[config.mk]
export PLATFORM = sky130hd
export DESIGN_NAME = i2c_byte_sequencer
export DESIGN_NICKNAME = d
export VERILOG_FILES = /design/src/rtl/i2c_byte_sequencer.sv
export SDC_FILE = /design/constraint.sdc
export NUM_CORES = 1
export LEC_CHECK = 0
export ABC_AREA = 1
export BUFFER_PORTS_ARGS = -buffer_cell sky130_fd_sc_hd__buf_2
export CAP_MARGIN = 20
export CORE_ASPECT_RATIO = 1.1
export CORE_MARGIN = 5
export CORE_UTILIZATION = 54
export CTS_BUF_LIST = sky130_fd_sc_hd__clkbuf_8
export CTS_CLUSTER_DIAMETER = 60
export DETAILED_ROUTE_END_ITERATION = 10
export PLACE_DENSITY = 0.85
export SLEW_MARGIN = 20
export SYNTH_ARGS = -nofsm -noshare
export SYNTH_HDL_FRONTEND = slang
export SYNTH_SLANG_ARGS = --single-unit
export TNS_END_PERCENT = 30
[constraint.sdc]
create_clock -name clk -period 2 [get_ports clk]
set_input_delay 0.1 -clock clk [delete_from_list [all_inputs] [get_ports clk]]
set_output_delay 0.1 -clock clk [all_outputs]
set_load 0.01 [all_outputs]
[src/rtl/i2c_byte_sequencer.sv]
// Byte-level I2C master sequencer. It turns one handshaked command into START / 8 data bits / ACK / STOP
// bus phases, and it drives the external shift register's load, shift and direction controls.
module i2c_byte_sequencer #(
    parameter int CLK_DIV = 4
) (
    input  logic       clk,
    input  logic       rst,
    input  logic       cmd_valid,
    output logic       cmd_ready,
    input  logic       cmd_start,
    input  logic       cmd_stop,
    input  logic       cmd_read,
    input  logic       cmd_nack,
    input  logic [7:0] tx_data,
    output logic [7:0] rx_data,
    output logic       rx_valid,
    output logic       ack_out,
    output logic       done,
    output logic       scl_out,
    output logic       sda_oe,
    input  logic       sda_in,
    output logic       sr_en_w,
    output logic [7:0] sr_parallel_in,
    output logic       sr_rw_en,
    output logic       sr_shift_en,
    output logic       sr_sda_in,
    input  logic       sr_sda_out,
    input  logic [7:0] sr_parallel_out
);

    localparam int DIV_W = $clog2(CLK_DIV);
    localparam logic [DIV_W-1:0] DIV_LAST = DIV_W'(CLK_DIV - 1);

    typedef enum logic [2:0] {
        S_IDLE,
        S_START,
        S_BIT,
        S_ACK,
        S_STOP,
        S_DONE
    } state_t;

    state_t           state;
    state_t           state_next;
    logic [DIV_W-1:0] div_cnt;
    logic [1:0]       quarter;
    logic [2:0]       bit_cnt;
    logic             stop_q;
    logic             read_q;
    logic             nack_q;
    logic             scl_q;
    logic             accept;
    logic             quarter_end;
    logic             phase_end;
    logic             sample_tick;
    logic             in_bit_slot;

    assign accept      = cmd_valid && (state == S_IDLE);
    assign quarter_end = (div_cnt == DIV_LAST);
    assign phase_end   = quarter_end && (quarter == 2'd3);
    assign sample_tick = quarter_end && (quarter == 2'd2);
    assign in_bit_slot = (state == S_BIT) || (state == S_ACK);

    always_ff @(posedge clk) begin
        if (rst) begin
            state <= S_IDLE;
        end else begin
            state <= state_next;
        end
    end

    // Divider and quarter counters only run while the bus is being driven, so each command starts at q0.
    always_ff @(posedge clk) begin
        if (rst) begin
            div_cnt <= '0;
            quarter <= 2'd0;
            bit_cnt <= 3'd0;
        end else if ((state == S_IDLE) || (state == S_DONE)) begin
            div_cnt <= '0;
            quarter <= 2'd0;
            bit_cnt <= 3'd0;
        end else begin
            div_cnt <= quarter_end ? '0 : div_cnt + DIV_W'(1);
            if (quarter_end) begin
                quarter <= quarter + 2'd1;
            end
            if ((state == S_BIT) && phase_end) begin
                bit_cnt <= bit_cnt + 3'd1;
            end
        end
    end

    // scl_q remembers the last driven SCL level, so an idle bus after a STOP-less command stays low.
    always_ff @(posedge clk) begin
        if (rst) begin
            stop_q    <= 1'b0;
            read_q    <= 1'b0;
            nack_q    <= 1'b0;
            scl_q     <= 1'b1;
            rx_data   <= 8'h00;
            ack_out   <= 1'b1;
            sr_sda_in <= 1'b0;
        end else begin
            scl_q <= scl_out;
            if (accept) begin
                stop_q <= cmd_stop;
                read_q <= cmd_read;
                nack_q <= cmd_nack;
            end
            if (in_bit_slot && sample_tick) begin
                sr_sda_in <= sda_in;
            end
            if ((state == S_ACK) && sample_tick && !read_q) begin
                ack_out <= sda_in;
            end
            if ((state == S_ACK) && (quarter == 2'd0) && (div_cnt == '0) && read_q) begin
                rx_data <= sr_parallel_out;
            end
        end
    end

    always_comb begin
        state_next = state;
        case (state)
            S_IDLE: begin
                if (accept) begin
                    state_next = cmd_start ? S_START : S_BIT;
                end
            end
            S_START: begin
                if (phase_end) begin
                    state_next = S_BIT;
                end
            end
            S_BIT: begin
                if (phase_end && (bit_cnt == 3'd7)) begin
                    state_next = S_ACK;
                end
            end
            S_ACK: begin
                if (phase_end) begin
                    state_next = stop_q ? S_STOP : S_DONE;
                end
            end
            S_STOP: begin
                if (phase_end) begin
                    state_next = S_DONE;
                end
            end
            S_DONE:  state_next = S_IDLE;
            default: state_next = S_IDLE;
        endcase
    end

    // Bus levels per quarter; the shift register's MSB changes only on the q3->q0 edge, so write SDA does too.
    always_comb begin
        cmd_ready      = (state == S_IDLE);
        scl_out        = scl_q;
        sda_oe         = 1'b0;
        sr_en_w        = accept;
        sr_parallel_in = cmd_read ? 8'h00 : tx_data;
        sr_rw_en       = accept ? cmd_read : read_q;
        sr_shift_en    = 1'b0;
        done           = 1'b0;
        rx_valid       = 1'b0;
        case (state)
            S_START: begin
                case (quarter)
                    2'd0: begin
                        scl_out = scl_q;
                        sda_oe  = 1'b0;
                    end
                    2'd1: begin
                        scl_out = 1'b1;
                        sda_oe  = 1'b0;
                    end
                    2'd2: begin
                        scl_out = 1'b1;
                        sda_oe  = 1'b1;
                    end
                    default: begin
                        scl_out = 1'b0;
                        sda_oe  = 1'b1;
                    end
                endcase
            end
            S_BIT: begin
                scl_out     = quarter[1];
                sda_oe      = read_q ? 1'b0 : ~sr_sda_out;
                sr_shift_en = phase_end;
            end
            S_ACK: begin
                scl_out = quarter[1];
                sda_oe  = read_q && !nack_q;
            end
            S_STOP: begin
                scl_out = (quarter != 2'd0);
                sda_oe  = ~quarter[1];
            end
            S_DONE: begin
                scl_out  = stop_q;
                done     = 1'b1;
                rx_valid = read_q;
            end
            default: begin
                scl_out = scl_q;
                sda_oe  = 1'b0;
            end
        endcase
    end

endmodule

==> impl_metrics.json <==
{
  "status": "finished, final reports clean",
  "grt_antenna_before_repair": 0,
  "finalSetupViolCount": 0,
  "layout_commonest_cell": "buf_2",
  "ff_latch_area_sq_um": 480,
  "drive_gt1_share_pct": 31.5,
  "num_antenna_cells": 0,
  "cts-htree-levels": 1,
  "holdWs_ps": 47.2,
  "p_leak_nw": 0.884,
  "cts_hold_buf": 0,
  "fmax_ghz": 0.568,
  "clock_path_buffers": 2,
  "rsz0062_at_grt": "no",
  "place.gp.congestion": 0.822,
  "dr.first_iter.drc_count": 36,
  "r2r-end": "state[1]",
  "required_ps": 1900,
  "use_met2_pct": 32.3,
  "grt_busiest_layer": "met2",
  "hold_viol_final": 0,
  "muxShareOfSynthArea_pct": 0,
  "met3_usage_pct": 4.34,
  "avgViaCountPerCell": 4.93,
  "power_mw": 1.78,
  "tightest_slew_ps": 354,
  "cts-buffers-inserted": 3,
  "powerDensity_nw_per_um2": 1050,
  "ff2ff_setup_slack_ps": 460,
  "crit_path_start_kind": "register",
  "clock_skew_ps": 1.94,
  "final_util_pct": 69.5,
  "grt_max_degree": 15,
  "critPathLaunch": "quarter[0]",
  "overflow": 0,
  "multi_input_area_sq_um": 729,
  "dieArea_sq_um": 3610,
  "fillers": 217,
  "cp-end-kind": "output port",
  "dpl_cell_area_sq_um": 1630,
  "vias": 1326,
  "io_pins": 51,
  "synth_top_family_by_area": "simple AND/OR/NAND/NOR gates",
  "port_buffers": 50,
  "post_synth_xor_area_fraction_pct": 0,
  "grtUsageTotal_pct": 18.6,
  "maxCapViolCount": 0,
  "nets": 273,
  "grt_use_met1_pct": 20.7,
  "grt_first_pass_wirelength_um": 5380,
  "yosysWarnings": 0,
  "clkTransAtPathRegs_ps": 80,
  "period_share_pct": 88.0,
  "row_count": 19,
  "syn_avg_cell_area_sq_um": 7.29,
  "ys_ff_latch": 24,
  "synth.area.top_cells": "dfxtp_1 35%, nor2_1 9.7%, ha_1 8.3%",
  "critPathCapture": "scl_out",
  "first_pass_iters": 4,
  "synth_top_area_share_pct": 35.5,
  "slew_violations": 0,
  "layout_common_cells": "50 x buf_2, 35 x nor2_1, 28 x inv_1",
  "r2r.worst_path.cells": 9,
  "setup_tns_ps": 0,
  "wl_per_cell_um": 12.0,
  "ant_nets": 0,
  "cp_data_arrival_time_ps": 1660,
  "cts_tree": "built",
  "cts_resized": 0,
  "post_cts_buffers": 0,
  "synth-compound-area-share_pct": 10.8,
  "yosysSeqAreaShare_pct": 35.5,
  "period_minus_slack_ps": 1760,
  "cts.sinks": 24,
  "crit_fanout": 4,
  "yosys.area_share.simple_pct": 34.7,
  "syn_area_sq_um": 1360,
  "die_h_um": 62.5,
  "slew_headroom_pct": 76.4,
  "synthAdderAreaFrac_pct": 8.31,
  "drc_errors": 0,
  "max-vdd-ir-drop_mv": 0.925,
  "post-dp-hpwl_um": 2590,
  "r2r-start": "div_cnt[0]",
  "syn_nets": 220,
  "cts-root-buf": "clkbuf_8",
  "synth.largest_area_cell": "dfxtp_1",
  "design_area_sq_um": 1700,
  "start_util_pct": 55.3,
  "crit_type": "register to output port",
  "die_w_um": 57.8,
  "clk_latency_ps": 270,
  "syn2layout_area_growth_pct": 25.7,
  "core_sq_um": 2450,
  "routed_wl_um": 3220,
  "yosysUniqueCellTypes": 30,
  "grt_pass1_vias": 1277,
  "syn_inst": 186,
  "min_path_type": "primary input to register"
}
==> logic make-up after synthesis <==
group,Yosys count
compound gates,26
simple gates,92
buf+inv,35
fa+ha+maj,9
flops,24
==> flip-flops by register name, summed over array words and instances (netlist names) <==
name,flops
stop_q,1
rx_data,8
bit_cnt,3
state,3
scl_q,1
sr_sda_in,1
div_cnt,2
quarter,2
nack_q,1
read_q,1
ack_out,1
==> cell usage after synthesis <==
cell / n
nand2_4: 1
clkbuf_1: 1
clkbuf_2: 1
inv_2: 2
dfxtp_1: 24
nor2_4: 3
buf_6: 1
o22ai_1: 1
nor3b_1: 1
nor3_1: 5
nand3_4: 1
a211oi_2: 1
o21a_1: 1
o211ai_1: 1
nand4_1: 4
nor2_1: 35
nand2_1: 25
inv_1: 28
or3_1: 1
nand3_1: 6
ha_1: 9
a21oi_1: 10
nand2_2: 1
nor2_2: 4
o21ai_0: 11
inv_4: 2
nand4_4: 1
or2_2: 1
nand3_2: 3
o31ai_1: 1
==> worst min path at each step <==
stage               from        end  slack (ps)  cells past startpoint
detailed placement   rst     read_q         320                      2
global placement     rst  sr_sda_in         310                      2
floorplan            rst  sr_sda_in         170                      1
CTS                  rst     read_q          30                      2
finish               rst     read_q          50                      2
global route         rst     read_q          30                      2
==> per-layer routing <==
metal	share of wire [%]	vias up
li1	-	691
met1	39	593
met2	52	36
met3	6.8	6
met4	1.9	0
met5	0	-
==> critical path, cell delays in order, from the launching register on <==
cell     delay, ps
dfxtp_1        390
inv_1          100
ha_1           310
a21oi_1        120
nor3_1          50
nor3_1         190
nand2_1         80
buf_2          150
==> where the power goes <==
group	switching, mW	leakage, nW	total (mW)	internal, mW
combinational	0.466	0.653	0.736	0.270
clock	0.157	0.0357	0.424	0.268
sequential	0.0765	0.195	0.624	0.548
total	0.699	0.884	1.78	1.09
==> per-stage QoR <==
stage,instances,setup slack [ps]
after global placement,265,536
after detailed placement,265,470
after CTS,269,225
final,269,240
after floorplan,186,664
after global routing,269,117
==> final cells by class <==
class                           count  share of cell area, %
Multi-Input combinational cell    127                   42.8
Sequential cell                    24                   28.2
Timing Repair Buffer               51                   15.1
Inverter                           32                   7.35
Clock buffer                        3                   2.42
Tap cell                           31                   2.28
Clock inverter                      1                   1.76
(Power assumes the default switching activity.)
